### src/rtl/mc_ctrl_pkg.sv
// mc_ctrl_pkg: shared encodings, state type and instruction-class struct for the multi-cycle controller.
package mc_ctrl_pkg;
  typedef enum logic [2:0] {
    S_IF  = 3'd0,
    S_ID  = 3'd1,
    S_EXE = 3'd2,
    S_MEM = 3'd3,
    S_WB  = 3'd4,
    S_ERR = 3'd7
  } state_t;
  localparam logic [2:0] ALU_NOP = 3'd0, ALU_ADD = 3'd1, ALU_SUB = 3'd2, ALU_AND = 3'd3;
  localparam logic [2:0] ALU_OR = 3'd4, ALU_SLT = 3'd5, ALU_SLTU = 3'd6;
  localparam logic [1:0] NPC_PLUS4 = 2'd0, NPC_BRANCH = 2'd1, NPC_JUMP = 2'd2, NPC_JUMPR = 2'd3;
  localparam logic [1:0] GPR_RD = 2'd0, GPR_RT = 2'd1, GPR_R31 = 2'd2;
  localparam logic [1:0] WD_ALU = 2'd0, WD_MEM = 2'd1, WD_PC = 2'd2;
  localparam logic [5:0] OP_R = 6'b000000, OP_ADDI = 6'b001000, OP_ORI = 6'b001101;
  localparam logic [5:0] OP_LW = 6'b100011, OP_SW = 6'b101011, OP_BEQ = 6'b000100;
  localparam logic [5:0] OP_BNE = 6'b000101, OP_J = 6'b000010, OP_JAL = 6'b000011, F_JR = 6'b001000;
  typedef struct packed {
    logic r, addi, ori, lw, sw, beq, bne, j, jal, jr;
  } cls_t;
  // ALU_NOP doubles as "unsupported funct" for the R-type decode
  function automatic logic [2:0] funct_alu(input logic [5:0] f);
    return f[5:1] == 5'b10000 ? ALU_ADD :
           f[5:1] == 5'b10001 ? ALU_SUB :
           f == 6'b100100 ? ALU_AND :
           f == 6'b100101 ? ALU_OR :
           f == 6'b101010 ? ALU_SLT :
           f == 6'b101011 ? ALU_SLTU : ALU_NOP;
  endfunction
endpackage

### src/rtl/mc_ctrl_dec.sv
// mc_ctrl_dec: Op/Funct -> one-hot instruction class, illegal flag and R-type ALU op.
// jal/jr decode only when MC_CTRL_JLINK_EN is defined.
module mc_ctrl_dec
  import mc_ctrl_pkg::*;
(
  input  logic [5:0] i_op,
  input  logic [5:0] i_funct,
  output cls_t       o_cls,
  output logic       o_ill,
  output logic [2:0] o_alu
);
  assign o_alu = funct_alu(i_funct);
  always_comb begin
    o_cls      = '0;
    o_cls.r    = i_op == OP_R && o_alu != ALU_NOP;
    o_cls.addi = i_op == OP_ADDI;
    o_cls.ori  = i_op == OP_ORI;
    o_cls.lw   = i_op == OP_LW;
    o_cls.sw   = i_op == OP_SW;
    o_cls.beq  = i_op == OP_BEQ;
    o_cls.bne  = i_op == OP_BNE;
    o_cls.j    = i_op == OP_J;
`ifdef MC_CTRL_JLINK_EN
    o_cls.jal  = i_op == OP_JAL;
    o_cls.jr   = i_op == OP_R && i_funct == F_JR;
`endif
    o_ill      = o_cls == '0;
  end
endmodule

### src/rtl/mc_ctrl.sv
// mc_ctrl: multi-cycle MIPS controller FSM (IF/ID/EXE/MEM/WB/ERR) with memory wait timeout.
// Define MC_CTRL_JLINK_EN to add jal/jr support.
module mc_ctrl
  import mc_ctrl_pkg::*;
#(
  parameter int WAIT_MAX = 15,
  parameter int WAIT_W   = 4
) (
  input  logic       clk,
  input  logic       rstn,
  input  logic [5:0] Op,
  input  logic [5:0] Funct,
  input  logic       Zero,
  input  logic       mem_rdy,
  output logic       mem_req,
  output logic       IorD,
  output logic       MemWrite,
  output logic       IRWrite,
  output logic       PCWrite,
  output logic       RegWrite,
  output logic       EXTOp,
  output logic       ALUSrc,
  output logic [2:0] ALUOp,
  output logic [1:0] NPCOp,
  output logic [1:0] GPRSel,
  output logic [1:0] WDSel,
  output logic [2:0] state,
  output logic       err_ill,
  output logic       err_tmo
);
  state_t r_state, w_next;
  logic [WAIT_W-1:0] r_cnt;
  logic r_ill, r_tmo;
  cls_t w_cls;
  logic w_ill, w_hit, w_wait;
  logic [2:0] w_ralu, w_alu;
  logic w_req, w_iord, w_mw, w_irw, w_pcw, w_rw, w_ext, w_src;
  logic [1:0] w_npc, w_gpr, w_wd;
  mc_ctrl_dec u_dec (
    .i_op(Op),
    .i_funct(Funct),
    .o_cls(w_cls),
    .o_ill(w_ill),
    .o_alu(w_ralu)
  );
  // rdy arriving on the deciding cycle is not a wait, so it beats the timeout
  assign w_hit  = r_cnt == WAIT_W'(WAIT_MAX - 1);
  assign w_wait = w_req && !mem_rdy;
  always_comb begin
    w_next = r_state;
    {w_req, w_iord, w_mw, w_irw, w_pcw, w_rw, w_ext, w_src} = '0;
    w_alu = ALU_NOP;
    w_npc = NPC_PLUS4;
    w_gpr = GPR_RD;
    w_wd  = WD_ALU;
    case (r_state)
      S_IF: begin
        w_req  = 1'b1;
        w_irw  = mem_rdy;
        w_pcw  = mem_rdy;
        w_next = mem_rdy ? S_ID : w_hit ? S_ERR : S_IF;
      end
      S_ID: begin
        w_pcw  = w_cls.j | w_cls.jr;
        w_npc  = w_cls.jr ? NPC_JUMPR : w_cls.j ? NPC_JUMP : NPC_PLUS4;
        w_next = w_ill ? S_ERR : (w_cls.j | w_cls.jr) ? S_IF : w_cls.jal ? S_WB : S_EXE;
      end
      S_EXE: begin
        w_src  = ~w_cls.r & ~w_cls.beq & ~w_cls.bne;
        w_ext  = w_cls.addi | w_cls.lw | w_cls.sw;
        w_alu  = w_cls.r ? w_ralu : w_cls.ori ? ALU_OR : (w_cls.beq | w_cls.bne) ? ALU_SUB : ALU_ADD;
        w_npc  = (w_cls.beq | w_cls.bne) ? NPC_BRANCH : NPC_PLUS4;
        w_pcw  = (w_cls.beq & Zero) | (w_cls.bne & ~Zero);
        w_next = (w_cls.lw | w_cls.sw) ? S_MEM : (w_cls.beq | w_cls.bne) ? S_IF : S_WB;
      end
      S_MEM: begin
        w_req  = 1'b1;
        w_iord = 1'b1;
        w_mw   = w_cls.sw;
        w_next = mem_rdy ? (w_cls.lw ? S_WB : S_IF) : w_hit ? S_ERR : S_MEM;
      end
      S_WB: begin
        w_rw   = 1'b1;
        w_wd   = w_cls.lw ? WD_MEM : w_cls.jal ? WD_PC : WD_ALU;
        w_gpr  = w_cls.r ? GPR_RD : w_cls.jal ? GPR_R31 : GPR_RT;
        w_pcw  = w_cls.jal;
        w_npc  = w_cls.jal ? NPC_JUMP : NPC_PLUS4;
        w_next = S_IF;
      end
      default: w_next = S_ERR;
    endcase
  end
  always_ff @(posedge clk or negedge rstn) begin
    if (!rstn) begin
      r_state <= S_IF;
      r_cnt   <= '0;
      r_ill   <= 1'b0;
      r_tmo   <= 1'b0;
    end else begin
      r_state <= w_next;
      r_cnt   <= w_next != r_state ? '0 : r_cnt + WAIT_W'(w_wait);
      r_ill   <= r_ill | (r_state == S_ID && w_next == S_ERR);
      r_tmo   <= r_tmo | (w_wait && w_next == S_ERR);
    end
  end
  // reset forces every strobe low even though the held state is IF
  assign {mem_req, IorD, MemWrite, IRWrite, PCWrite, RegWrite, EXTOp, ALUSrc, ALUOp, NPCOp, GPRSel, WDSel} =
    rstn ? {w_req, w_iord, w_mw, w_irw, w_pcw, w_rw, w_ext, w_src, w_alu, w_npc, w_gpr, w_wd} : '0;
  assign state   = r_state;
  assign err_ill = r_ill;
  assign err_tmo = r_tmo;
endmodule
### config.mk
export PLATFORM = sky130hd
export DESIGN_NAME = mc_ctrl
export DESIGN_NICKNAME = d
export VERILOG_FILES = /design/src/rtl/mc_ctrl_pkg.sv /design/src/rtl/mc_ctrl_dec.sv /design/src/rtl/mc_ctrl.sv
export SDC_FILE = /design/constraint.sdc
export NUM_CORES = 1
export LEC_CHECK = 0
export CORE_UTILIZATION = 40
export DETAILED_ROUTE_END_ITERATION = 10
export GPL_TIMING_DRIVEN = 0
export PLACE_DENSITY = 0.82
export SYNTH_ARGS = -nofsm -noshare
export SYNTH_HDL_FRONTEND = slang
export SYNTH_SLANG_ARGS = --single-unit
### constraint.sdc
create_clock -name clk -period 1.85 [get_ports clk]
set_clock_uncertainty 0.05 [all_clocks]
set_input_delay 0.185 -clock clk [delete_from_list [all_inputs] [get_ports clk]]
set_output_delay 0.185 -clock clk [all_outputs]
set_load 0.02 [all_outputs]
==> flow_summary.yaml, run 1 <==
final_layout:
  final_common_cell: "nor2_1"
  syn_to_final_growth_pct: 54.24
  num-nets-final: 187
  drive_above_1_share_pct: 35.12
  antenna_cells: 0
  final_cells: 196
  final_cell_mix: "10 x nor2_1, 9 x buf_4, 9 x clkdlybuf4s50_1"
run_status:
  status: "finished clean"
global_route:
  grt_busiest_layer: "met2"
  first_global_vias: 1084
  grt_antenna_before_repair: 0
  grtUsageMet3_pct: 3.216
  grt-ovfl-total: 0
  met1_usage_pct: 25.00
  grt_start_max_net_pins: 11
  grt_use_met2_pct: 41.88
  grt_pass1_wl_um: 4602
  grt_use_total_pct: 22.34
worst_setup_path:
  cp_max_fo: 6
  arrival_ns: 1.59
  cpPeakStageDelay_ns: 0.41
  worst_setup_path_end_kind: "output port"
  r2r_slack_ns: 0.06
  start_kind: "input pin"
  crit_chain: "dlygate4sd2_1 -> nor4b_4 -> buf_4 -> o21bai_1 -> a21oi_1 -> clkdlybuf4s15_2"
  worstPathRequired_ns: 1.62
  crit_path_top_delay_cell: "nor4b_4"
  critical_path_class: "in -> out"
place:
  dp_hpwl_um: 2074
  gp_congestion: 0.8125
  place_inst: 186
  numPortBuffers: 33
synth:
  synth_enable_flop_cells: 0
  ys_seq_area_share_pct: 22.44
  netlist_area_um2: 1003
  synth_fa_ha_area_share_pct: 2.494
  synth.avg_cell_area_um2: 8.092
  synthTopCellsByArea: "dfrtp_1 22%, nor2_1 4.1%, o21ai_0 3.5%"
  ys_warn_count: 0
  synthSimpleGateAreaFrac_pct: 38.40
  synth-compound-area-share_pct: 24.44
  synth.ff_latch_count: 9
  yosysTopAreaCellShare_pct: 22.44
  ys.flop_type: "dfrtp_1"
  synth_cells: 124
  synthDistinctLibCells: 44
  synthMuxAreaShare_pct: 0.9975
  synthArstFlopShare_pct: 100.0
  synth_top_family_by_area: "simple AND/OR/NAND/NOR gates"
  synth-xor-area-share_pct: 3.491
  yosysTopAreaCell: "dfrtp_1"
route:
  drc: 0
  wl_per_cell_um: 14.89
  dr.pass1.iters: 4
  drtIter0Drc: 24
  postRouteAntennaNets: 0
  wl_um: 2918
  vias_per_cell: 5.781
  vias: 1133
power_and_ir_drop:
  p_leak_nw: 0.6535
  powerDensity_nw_per_um2: 596.5
  vdd_drop_max_v: 0.0006841
sta:
  finalSetupViolCount: 0
  max_freq_ghz: 0.5477
  finalSetupTns_ns: 0
  rsz0062_at_grt: "yes"
  hold_viol: 0
  fin_crit_sh_pct: 98.69
  maxSlewViolCount: 0
  min_period_ns: 1.826
clocking:
  cts_max_level: 1
  clock_latency_ns: 0.25
  cts_sinks: 9
  clk_pin_slew_worst_paths_ns: 0.06
  clockBufferDepth: 2
  numCtsBuffers: 3
  tritoncts: "yes"
  cts_root_buf: "clkbuf_4"
min_path:
  holdCritPathClass: "in -> reg"
job:
  drv_cap: 0
floorplanning:
  row_count: 17
  die_w_um: 52.09
  dieHeight_um: 52.09
  pin_count: 38
  core_area_um2: 2297
  die_area_um2: 2713
  start_util_pct: 43.68
==> per-layer routing <==
| layer | vias up | routed length (µm) |
|---|---|---|
| li1 | 547 | - |
| met1 | 528 | 1150 |
| met2 | 49 | 1494 |
| met3 | 9 | 219 |
| met4 | 0 | 54 |
| met5 | - | 0 |
==> where the power goes <==
group | leakage [nW] | total, mW | internal, mW | switching [mW]
clock | 0.0150 | 0.144 | 0.0827 | 0.0615
combinational | 0.535 | 0.516 | 0.221 | 0.295
sequential | 0.103 | 0.263 | 0.238 | 0.0258
total | 0.654 | 0.923 | 0.541 | 0.382
==> worst paths after layout <==
path                                    start                 end  cells after the start
max                                     Op[5]            ALUOp[0]                      6
min                                   mem_rdy   err_tmo$_DFF_PN0_                      3
max reg2reg                state[0]$_DFF_PN0_  r_cnt[0]$_DFF_PN0_                      6
min reg2reg                 err_tmo$_DFF_PN0_   err_tmo$_DFF_PN0_                      1
max in group asynchronous                rstn  state[1]$_DFF_PN0_                      2
min in group asynchronous                rstn  state[0]$_DFF_PN0_                      2
==> cell families (layout without fill, tap and decap cells) <==
kind of cell    count (synthesis)  after routing
xor+xnor                        4              4
buf+inv                        15             58
flops                           9              9
mux                             1              1
compound gates                 33             33
simple gates                   59             59
other cells                     1              2
fa+ha+maj                       2              2
==> registers in the layout, indices dropped and copies added (netlist names) <==
name     cells
err_ill      1
err_tmo      1
r_cnt        4
state        3
==> Yosys cell counts (2+ instances only) <==
library cell   n
nand2b_1       5
dfrtp_1        9
nor4b_1        2
a21o_1         2
a211oi_1       4
xor2_1         3
o21ai_0        7
a21oi_1        6
nor2_1        11
nor3_1         6
clkbuf_1       3
nand4b_1       2
nor4_1         2
or4b_1         2
buf_4          2
o22ai_1        2
inv_1          7
nand3b_1       2
ha_1           2
buf_2          2
and3_1         5
o31a_1         2
nor3b_1        2
nand2_1        7
nor2b_1        4
a22oi_1        2
nand3_1        4
==> metrics by stage <==
step	power, mW	area (µm²)	setup slack (ns)	utilization [%]	hold WS, ns
final	0.9232	1548	0.02432	67.37	0.3474
after global routing	0.9774	1548	-0.07689	67.37	0.3714
after CTS	0.8760	1493	-0.1020	64.98	0.3406
after detailed placement	0.6773	1380	-0.7550	60.08	0.4171
after global placement	0.6666	1380	-0.7222	60.08	0.3920
after floorplan	0.5123	1015	0.01666	-	-0.1606
==> area by class of cell <==
class                           instances  area [µm²]
Clock buffer                            4       26.28
Sequential cell                         9       227.7
Multi-Input combinational cell        101       827.0
Tap cell                               28       35.03
Inverter                                7       30.03
Buffer                                  8       62.56
Fill cell                             194       749.5
Timing Repair Buffer                   39       339.1
==> worst max-delay path: cells and delay by family <==
family | cells | cell delay (ns)
buf+inv | 3 | 0.79
simple gates | 1 | 0.41
compound gates | 2 | 0.20
==> what timing repair did <==
action	4_1_cts	5_1_grt
hold buffers	1	0
pin swaps	5	7
setup endpoints to repair	20	18
gates resized for setup	74	27
buffers inserted	3	2
endpoints found under the hold margin	9	0
Note: power is estimated with default switching activity, not from simulation.
==> run 2: changes to the inputs <==
CELL_PAD_IN_SITES_DETAIL_PLACEMENT = 1   (was not set)
CELL_PAD_IN_SITES_GLOBAL_PLACEMENT = 1   (was not set)
CORE_MARGIN = 4   (was not set)
CORE_UTILIZATION = 28   (was 40)
PLACE_DENSITY = 0.81   (was 0.82)
==> run 2 against run 1 <==
First-iteration DRC count up 8.3%. Core utilization shrank 21 points. Via count rose by 0.53%. Design area up 1.8%. Sequential share of layout area shrank 0.26 points. Critical path depth decreased by 2. Wire length up 24%. Non-clock buffer count is 3 higher. Count of clock-buffer cells in the layout is the same. Highest routed layer unchanged. Final cell count rose by 11%.
==> flow_summary.yaml, run 2 (synthesis results as in run 1) <==
worst_setup_path:
  crit_path_top_delay_cell: "dfrtp_2"
  arrival_ns: 1.54
  path_buf_inv: 1
  crit_chain: "nor2b_2 -> and3_1 -> and3_1 -> clkdlybuf4s15_1"
  start_kind: "flop"
  cpPeakStageDelay_ns: 0.47
  cp_max_fo: 7
  cpMostUsedCell: "and3_1"
  critical_path_class: "reg -> out"
  worstPathRequired_ns: 1.62
  worst_setup_path_end_kind: "output port"
  crit_family: "simple AND/OR/NAND/NOR gates"
floorplanning:
  die_w_um: 67.87
  dieHeight_um: 67.87
  row_count: 21
  die_area_um2: 4606
  pin_count: 38
  start_util_pct: 29.61
  core_area_um2: 3390
route:
  drtIter0Drc: 26
  wl_um: 3613
  postRouteAntennaNets: 0
  wl_per_cell_um: 16.65
  dr.pass1.iters: 4
  drc: 0
  vias: 1139
  vias_per_cell: 5.249
place:
  placed_area_um2: 1403
  gp_congestion: 0.8272
  dp_hpwl_um: 2716
  numPortBuffers: 33
clocking:
  clock_latency_ns: 0.26
  cts_max_level: 1
  tritoncts: "yes"
  clockBufferDepth: 2
  cts_sinks: 9
  cts_root_buf: "clkbuf_4"
  numCtsBuffers: 3
  clk_pin_slew_worst_paths_ns: 0.06
sta:
  fin_crit_sh_pct: 95.89
  maxSlewViolCount: 0
  rsz0062_at_grt: "yes"
  max_freq_ghz: 0.5637
  min_period_ns: 1.774
  hold_viol: 0
  finalSetupViolCount: 0
power_and_ir_drop:
  powerDensity_nw_per_um2: 596.6
  internal-power_uw: 547.7
  p_leak_nw: 0.6776
  power_frac_clock_pct: 15.6
  sw_frac_of_total_pct: 41.73
  vdd_drop_max_v: 0.0004794
  power_switching_uw: 392.2
  combinationalPowerShare_pct: 55.8
  power_frac_seq_pct: 28.6
global_route:
  grt_start_max_net_pins: 11
  first_global_vias: 1194
  grt_use_total_pct: 16.41
  grt_pass1_wl_um: 5844
  grt_antenna_before_repair: 0
  grt-ovfl-total: 0
final_layout:
  final_cell_mix: "14 x buf_4, 10 x nor2_1, 9 x buf_2"
  stdcell_area_um2: 1575
  drive_above_1_share_pct: 38.60
  top_register: "r_cnt"
  final_common_cell: "buf_4"
  syn_to_final_growth_pct: 56.98
  largest_reg_flops: 4
  num-nets-final: 190
  final_util_pct: 46.47
  fill_cells: 396
  antenna_cells: 0
job:
  drv_cap: 0
min_path:
  holdCritPathClass: "in -> reg"
run_status:
  status: "finished clean"
## run 2: routing by layer
layer  wire length, µm  vias to the layer above  global-route usage, %  share of wire, %
met1              1320                      555                  18.03                37
met2              2004                       34                  31.71                55
met5                 0                        -                      0                 0
li1                  -                      547                      -                 -
met3               266                        3                  3.120               7.4
met4                21                        0                  4.467              0.58
## run 2: repair_timing
action	in CTS	in global routing
endpoints found under the setup margin	20	22
endpoints found under the hold margin	9	0
resized for setup	77	43
hold buffers	1	0
pin swaps	4	6
buffers inserted	6	2
## run 2: worst register-to-register path: stages (launching register included)
cell and delay [ns]:
dfrtp_2 0.42, buf_4 0.19, xor2_2 0.17, nor3_4 0.17, ha_2 0.22, ha_1 0.16
xnor2_1 0.08, a211oi_1 0.22
## run 2: area by class of cell
cell class	instances	area, µm²	area share (%)
Inverter	7	30.03	1.906
Multi-Input combinational cell	101	834.6	52.98
Timing Repair Buffer	42	336.6	21.37
Tap cell	46	57.56	3.654
Clock buffer	4	26.28	1.668
Buffer	8	62.56	3.971
Sequential cell	9	227.7	14.46
## run 2: final timing paths
| path | start | to | slack, ns | depth (start not counted) |
|---|---|---|---|---|
| hold reg to reg | err_tmo$_DFF_PN0_ | err_tmo$_DFF_PN0_ | 0.42 | 1 |
| hold / removal | mem_rdy | err_tmo$_DFF_PN0_ | 0.37 | 3 |
| setup / recovery | state[2]$_DFF_PN0_ | MemWrite | 0.08 | 4 |
| max in group asynchronous | rstn | state[1]$_DFF_PN0_ | 0.96 | 2 |
| min in group asynchronous | rstn | err_ill$_DFF_PN0_ | 0.49 | 2 |
| setup reg to reg | state[1]$_DFF_PN0_ | r_cnt[2]$_DFF_PN0_ | 0.08 | 7 |
## run 2: power groups by stage
| stage | Combinational, mW | Clock (mW) | Sequential [mW] |
|---|---|---|---|
| 6_report | 0.524 | 0.147 | 0.269 |
| 5_1_grt | 0.563 | 0.169 | 0.276 |
| 4_1_cts | 0.448 | 0.155 | 0.275 |
| 3_3_place_gp | 0.408 | 0 | 0.268 |
| 3_5_place_dp | 0.418 | 0 | 0.272 |
| 2_1_floorplan | 0.205 | 0 | 0.307 |
## run 2: stage by stage
stage	power, mW	hold slack (ns)	std cells	worst slack, ns	setup TNS, ns
after global routing	1.008	0.3788	217	-0.02586	-0.04717
after global placement	0.6760	0.3941	204	-0.7558	-10.38
after floorplan	0.5123	-0.1606	125	0.01666	0
after detailed placement	0.6899	0.4109	204	-0.7805	-11.23
final	0.9399	0.3678	217	0.07603	0
after CTS	0.8778	0.3614	215	-0.06245	-0.08061
==> run 3: changes to the inputs <==
GPL_TIMING_DRIVEN = not set   (was 0)
==> run 3 against run 2 <==
The run now ends with negative setup slack left. Count of clock-buffer cells in the layout stayed put. Maximum frequency fell by 4.2%. Flip-flop and latch count is the same. Non-clock buffer count rose by 24. First-iteration DRC count increased by 120%. Global-route usage up 1.5 points. Worst setup slack lost 0.078 ns. Largest power group unchanged.
==> flow_summary.yaml, run 3 (synthesis results as in run 1) <==
run_status:
  status: "finished, violations left"
  violations: "negative setup slack"
floorplanning:
  core_area_um2: 3390
  die_w_um: 67.87
  start_util_pct: 29.61
  row_count: 21
  pin_count: 38
  dieHeight_um: 67.87
  die_area_um2: 4606
sta:
  fin_ws_ns: -0.002194
  rsz0062_at_grt: "yes"
  maxSlewViolCount: 0
  finalSetupTns_ns: -0.002194
  min_period_ns: 1.852
  hold_viol: 0
  finalSetupViolCount: 1
  max_freq_ghz: 0.5399
  fin_crit_sh_pct: 100.1
route:
  postRouteAntennaNets: 0
  dr.pass1.iters: 4
  wl_per_cell_um: 16.72
  vias: 1230
  wl_um: 4029
  vias_per_cell: 5.104
  drtIter0Drc: 58
  drc: 0
global_route:
  grt-ovfl-total: 0
  grt_pass1_wl_um: 6272
  grt_start_max_net_pins: 16
  grt_use_total_pct: 17.86
  grt_antenna_before_repair: 0
  first_global_vias: 1257
place:
  numPortBuffers: 35
  placed_area_um2: 1607
  gp_congestion: 0.8588
  dp_hpwl_um: 2962
final_layout:
  top_register: "r_cnt"
  num-nets-final: 214
  final_common_cell: "buf_4"
  drive_above_1_share_pct: 44.62
  final_cell_mix: "38 x buf_4, 12 x clkdlybuf4s50_1, 9 x nor2_1, 9 x dfrtp_1, 8 x dlygate4sd2_1"
  syn_to_final_growth_pct: 78.80
  fill_cells: 411
  antenna_cells: 0
  stdcell_area_um2: 1794
  largest_reg_flops: 4
clocking:
  cts_sinks: 9
  clock_latency_ns: 0.26
  clk_pin_slew_worst_paths_ns: 0.06
  cts_max_level: 1
  cts_root_buf: "clkbuf_4"
  numCtsBuffers: 3
  tritoncts: "yes"
  clockBufferDepth: 2
worst_setup_path:
  worstPathRequired_ns: 1.62
  r2r_slack_ns: -0.002
  r2r-end: "r_cnt[2]$_DFF_PN0_"
  cp_max_fo: 3
  start_kind: "input pin"
  crit_family: "buffers and inverters"
  reg2reg_from: "state[0]$_DFF_PN0_"
  cpMostUsedCell: "buf_4"
  worst_setup_path_end_kind: "output port"
  critical_path_class: "in -> out"
  arrival_ns: 1.62
  cpPeakStageDelay_ns: 0.29
  crit_path_top_delay_cell: "nor4_4"
  crit_chain: "dlygate4sd2_1 -> nor4_4 -> buf_4 -> nand3b_1 -> o21ai_1 -> nand2b_1 -> a21oi_1 -> buf_4"
  path_buf_inv: 3
  cp.depth: 8
  reg2reg_depth: 7
power_and_ir_drop:
  powerDensity_nw_per_um2: 556.7
  vdd_drop_max_v: 0.0003710
  p_leak_nw: 0.7961
job:
  drv_cap: 0
min_path:
  holdCritPathClass: "in -> async"
==> run 3: cell count changes in the layout (fill, tap and decap cells not counted), moves of 2 or more <==
cell,previous run,this run
clkbuf_2,5,1
a211oi_1,2,0
buf_4,14,38
a211oi_2,2,4
buf_2,9,7
dfrtp_1,7,9
nor2_2,0,2
dlymetal6s2s_1,3,0
dlygate4sd2_1,5,8
clkdlybuf4s50_1,7,12
dfrtp_2,2,0
==> run 3: stage by stage <==
stage                     std cells  setup WS (ns)  power, mW  hold WS [ns]  utilization, %
after global routing            241       -0.08763      1.067        0.2248           52.93
after detailed placement        229        -0.6346     0.7625        0.4048           47.40
after global placement          229        -0.6104     0.7361        0.3930           47.40
after CTS                       236       0.008076     0.9351        0.1942           48.95
after floorplan                 125        0.01666     0.5123       -0.1606               -
final                           241      -0.002194     0.9989        0.2151           52.93
==> run 3: timing repair <==
action,in CTS,in global routing
hold buffers,0,0
gates resized for setup,68,32
buffers inserted,3,5
pin swaps,10,10
endpoints found under the setup margin,21,17
==> run 3: per-layer routing <==
layer	global-route usage, %	vias to the layer above	wire, µm
met1	20.26	604	1568
met5	0	-	0
li1	-	595	-
met2	34.14	29	2211
met3	2.627	2	226
met4	5.211	0	22
==> run 3: worst max path at each step <==
stage                            start                 end  slack (ns)
floorplan           state[0]$_DFF_PN0_  r_cnt[0]$_DFF_PN0_        0.02
global placement                 Op[0]             PCWrite       -0.61
detailed placement               Op[0]             PCWrite       -0.63
CTS                 state[1]$_DFF_PN0_  r_cnt[2]$_DFF_PN0_       0.008
global route        state[0]$_DFF_PN0_  r_cnt[2]$_DFF_PN0_       -0.09
finish                           Op[0]             PCWrite      -0.002
==> run 3: power by group <==
part / internal [mW] / leakage [nW] / total [mW] / switching (mW)
Combinational: 0.273 / 0.677 / 0.578 / 0.306
Clock: 0.0832 / 0.0150 / 0.153 / 0.0702
Sequential: 0.236 / 0.104 / 0.267 / 0.0311
==> run 3: worst reg2reg max path: cells and delay by family, from the launching register on <==
family          cells  cell delay [ns]
xor+xnor            2             0.34
buf+inv             1             0.18
flops               1             0.39
fa+ha+maj           2             0.46
compound gates      1             0.05
simple gates        1             0.26
==> run 3: area by class of cell <==
class | count | area [µm²] | area share, %
Inverter | 7 | 26.28 | 1.464
Sequential cell | 9 | 225.2 | 12.55
Timing Repair Buffer | 74 | 603.1 | 33.61
Tap cell | 46 | 57.56 | 3.208
Clock buffer | 4 | 26.28 | 1.464
Multi-Input combinational cell | 101 | 855.8 | 47.70
